`config.mk`:
```
export PLATFORM = sky130hd
export DESIGN_NAME = crop_decimator
export DESIGN_NICKNAME = d
export VERILOG_FILES = /design/src/rtl/crop_decimator.sv
export SDC_FILE = /design/constraint.sdc
export NUM_CORES = 1
export LEC_CHECK = 0
export CORE_UTILIZATION = 30
export DETAILED_ROUTE_END_ITERATION = 8
export HOLD_SLACK_MARGIN = 0.06
export PLACE_DENSITY = 0.56
export SLEW_MARGIN = 10
export SYNTH_ARGS = -nofsm -noshare
export SYNTH_HDL_FRONTEND = slang
export SYNTH_SLANG_ARGS = --single-unit
```
`constraint.sdc`:
```
create_clock -name clk -period 4.24 [get_ports clk]
set_input_delay 0.848 -clock clk [delete_from_list [all_inputs] [get_ports clk]]
set_output_delay 0.848 -clock clk [all_outputs]
set_load 0.05 [all_outputs]
```
`src/rtl/crop_decimator.sv`:
```
// Window crop with integer nearest-neighbour decimation (1..4) on a vs/de/RGB888 stream.
// One clock of latency on every output; EN=0 turns the stage into a plain register.
module crop_decimator #(
  parameter logic [11:0] H_MAX = 12'd1280,
  parameter logic [11:0] V_MAX = 12'd720
) (
  input  logic        clk,
  input  logic        rst,
  input  logic        EN,
  input  logic [11:0] x_start,
  input  logic [11:0] y_start,
  input  logic [11:0] crop_w,
  input  logic [11:0] crop_h,
  input  logic [1:0]  h_dec,
  input  logic [1:0]  v_dec,
  input  logic        pre_vs,
  input  logic        pre_de,
  input  logic [23:0] pre_data,
  output logic        post_vs,
  output logic        post_de,
  output logic [23:0] post_data
);

  logic [11:0] x_cnt, y_cnt;
  logic [1:0]  h_ph, v_ph;
  logic [11:0] sx, sy, sw, sh;
  logic [1:0]  sh_dec, sv_dec;
  logic        frame_ok;
  logic        vs_d, de_d;

  logic        frame_start, line_end;
  logic [12:0] x_end, y_end;
  logic        col_in, row_in, keep;

  // Window ends are 13-bit so sx+sw never wraps back into the line.
  assign x_end       = {1'b0, sx} + {1'b0, sw};
  assign y_end       = {1'b0, sy} + {1'b0, sh};
  assign frame_start = pre_vs && !vs_d;
  assign line_end    = !pre_de && de_d;
  assign col_in      = (x_cnt >= sx) && ({1'b0, x_cnt} < x_end);
  assign row_in      = (y_cnt >= sy) && ({1'b0, y_cnt} < y_end);
  assign keep        = frame_ok && pre_de && col_in && (h_ph == 2'd0)
                       && row_in && (v_ph == 2'd0);

  // NOTE: all state uses non-blocking assignments so every register samples
  // the pre-edge values of the others; blocking here would create ordering races.
  always_ff @(posedge clk) begin
    if (rst) begin
      post_vs   <= 1'b0;
      post_de   <= 1'b0;
      post_data <= '0;
      x_cnt     <= '0;
      y_cnt     <= '0;
      h_ph      <= '0;
      v_ph      <= '0;
      sx        <= '0;
      sy        <= '0;
      sw        <= H_MAX;
      sh        <= V_MAX;
      sh_dec    <= '0;
      sv_dec    <= '0;
      frame_ok  <= 1'b0;
      vs_d      <= 1'b0;
      de_d      <= 1'b0;
    end else begin
      vs_d    <= pre_vs;
      de_d    <= pre_de;
      post_vs <= pre_vs;

      if (EN) begin
        post_de   <= keep;
        post_data <= keep ? pre_data : 24'd0;
      end else begin
        post_de   <= pre_de;
        post_data <= pre_data;
      end

      // Config is sampled only at frame start so a frame is never torn.
      if (frame_start) begin
        sx       <= x_start;
        sy       <= y_start;
        sw       <= crop_w;
        sh       <= crop_h;
        sh_dec   <= h_dec;
        sv_dec   <= v_dec;
        frame_ok <= 1'b1;
      end

      if (pre_vs) begin
        x_cnt <= '0;
        y_cnt <= '0;
        h_ph  <= '0;
        v_ph  <= '0;
      end else if (line_end) begin
        x_cnt <= '0;
        h_ph  <= '0;
        if (y_cnt != 12'hfff) y_cnt <= y_cnt + 12'd1;
        if (row_in) v_ph <= (v_ph == sv_dec) ? 2'd0 : v_ph + 2'd1;
      end else if (pre_de) begin
        if (x_cnt != 12'hfff) x_cnt <= x_cnt + 12'd1;
        if (col_in) h_ph <= (h_ph == sh_dec) ? 2'd0 : h_ph + 2'd1;
      end
    end
  end

endmodule

```
==> qor.yml <==
fin_setup_tns_ns: 0
crit_path_top_delay_cell: "a221oi_1"
clk_pin_slew_worst_paths_ns: 0.07
postRouteWirelength_um: 15200
max_stage_delay_ns: 0.44
grt_pass1_wl_um: 25600
relSlewSlack_pct: 27.7
design_area_mm2: 0.00786
start_util_pct: 30.7
path_class: "flop to flop"
synth-seq-cells: 108
vdd_drop_max_mv: 0.177
post_cts_buffers: 0
synthesis.area_mm2: 0.00626
async_flop_share_pct: 0
status: "finished clean"
path_max_fanout: 25
p_leak_nw: 3.04
final_nets: 1019
dieHeight_um: 146
ctsResizeCount: 0
drv_cap: 0
area_growth_pct: 25.7
grt_max_degree: 53
dieArea_mm2: 0.0214
gr-total-overflow: 0
vias_per_cell: 4.75
wl_per_cell_um: 13.4
numCtsBuffers: 9
seq_area_frac_synth_pct: 34.6
syn_nets: 931
cts_root_buf: "clkbuf_16"
hold_buffers: 0
clockBufferDepth: 2
rsz0062_at_grt: "no"
drtPass1Iterations: 4
rows: 52
skew_ns: 0.0115
slew_viol_final: 0
power_density_mw_per_mm2: 304
cp_common_cell: "ha_1"
cts_tree: "yes"
finalSetupViolCount: 0
drt-initial-drc-count: 233
required_ns: 4.53
drc: 0
vias: 5404
grt_pass1_vias: 5100
synth_most_common_cell: "nand2_1"
ios: 107
diodes: 0
dpl.hpwl_um: 11600
cp-end-kind: "flop"
gr-usage-all-layers_pct: 14.8
final_layout_size_suffix_gt1_share_pct: 4.27
synth_top_area_share_pct: 34.6
dp.cells: 1121
arrival_ns: 4.04
instances_no_fill: 1137
ys_top_cells_by_count: "nand2_1 (152), dfxtp_1 (108), ha_1 (74)"
max_freq_mhz: 266
worstMarginPinSlew_ns: 1.08
detail-route-antenna-nets: 0
core-area_mm2: 0.0204
portBuffers: 106
clock_latency_ns: 0.36
antenna_found_initial: 0
pre_cts_ws_ns: 0.492
clock_sinks: 108
hp-class: "flop to flop"
crit_chain: "ha_1, inv_1, fa_1, nor2b_1, o31a_1, o311a_1, o21ai_0, nand2b_1, xnor2_1, ha_1, a211oi_1, o211a_1, o31ai_1, a221oi_1, nor4b_4, or2_1, buf_4, o21ai_1"
synth_cell_type_count: 56
gp_congestion: 0.745
syn_avg_cell_area_um2: 8.08
utilization_pct: 38.6
synth_top_area_cell: "dfxtp_1"
place_area_mm2: 0.00756
synth-main-ff-cell: "dfxtp_1"
synth_area_leaders: "dfxtp_1 (35%), ha_1 (15%), nand2_1 (9.1%), a21oi_1 (5.5%), nand4_1 (3.5%)"
timing.final.hold_violations: 0
die-width_um: 146
final.min_clock_period_ns: 3.75
start_kind: "flop"
synthCells: 774
fin_ws_ns: 0.487
synth-edff-count: 0
cts_max_level: 3
yosys_warnings: 0
min_period_over_period_pct: 88.5
[area by class of cell]
class                      count  area [um2]
multi-input combinational    592        3820
tap                          270         338
fill                        2108       12500
sequential                   108        2160
timing repair buffer         111        1090
clock buffer                  11         243
clock inverter                 5        61.3
inverter                      40         150
[path summary, 6_finish.rpt]
check        slack (ns)  cells past startpoint  startpoint            end
max reg2reg        0.49                     18       sx[0]  post_data[22]
min                0.46                      2      sw[11]         sw[11]
max                0.49                     18       sx[0]  post_data[22]
min reg2reg        0.46                      2      sw[11]         sw[11]
[cells by family (layout without fill, tap and decap cells)]
kind of cell	after synthesis	in the layout	synth area share (%)
AND/OR/NAND/NOR	313	313	23.7
multiplexers	2	2	0.320
buffers and inverters	74	167	4.74
adder cells (fa/ha/maj)	76	76	15.4
AO/OA/AOI/OAI	165	165	16.2
XOR/XNOR	36	36	5.04
flip-flops	108	108	34.6
[stage by stage]
step                power, mW  hold WS [ns]
floorplan                1.38         0.433
global placement         1.55         0.444
detailed placement       1.55         0.454
CTS                      2.43         0.465
global route             2.53         0.483
finish                   2.39         0.463
[power breakdown]
part | switching (mW) | internal (mW)
clock | 0.393 | 0.477
combinational | 0.242 | 0.198
sequential | 0.0277 | 1.06
total | 0.663 | 1.73
[state kept, by name, indices dropped and copies added, names as in the netlist]
name       cells
sx            12
x_cnt         12
h_ph           2
frame_ok       1
sh            12
vs_d           1
post_data     24
sv_dec         2
y_cnt         12
v_ph           2
post_de        1
sy            12
sw            12
sh_dec         2
de_d           1
[metal layers]
layer	part of all wire, %	up-vias	global-route usage, %
met3	3.9	12	3.25
li1	-	2873	-
met5	0	-	0
met1	55	2403	21.9
met4	1.2	0	4.43
met2	40	116	21.0
[cell usage in the layout, fill, tap and decap left out, types with 9 or more instances in the layout]
cell type and n:
o21ai_0 21, clkbuf_16 9, dfxtp_1 108, o21ai_1 24, nand2_1 152, xnor2_1 14, nor2b_1 11, xor2_1 22
nor2_1 42, or3_1 9, ha_1 74, nor3_1 10, nand3_1 14, inv_1 40, clkdlybuf4s50_1 105, a21o_1 10
nand4_1 35, a21oi_1 69
[critical path, delay by kind of cell (launching register included)]
kind	cells	cell delay [ns]
AO/OA/AOI/OAI	8	1.83
XOR/XNOR	1	0.13
adder cells (fa/ha/maj)	3	0.61
buffers and inverters	2	0.29
flip-flops	1	0.33
AND/OR/NAND/NOR	4	0.48
(Power assumes the default switching activity.)
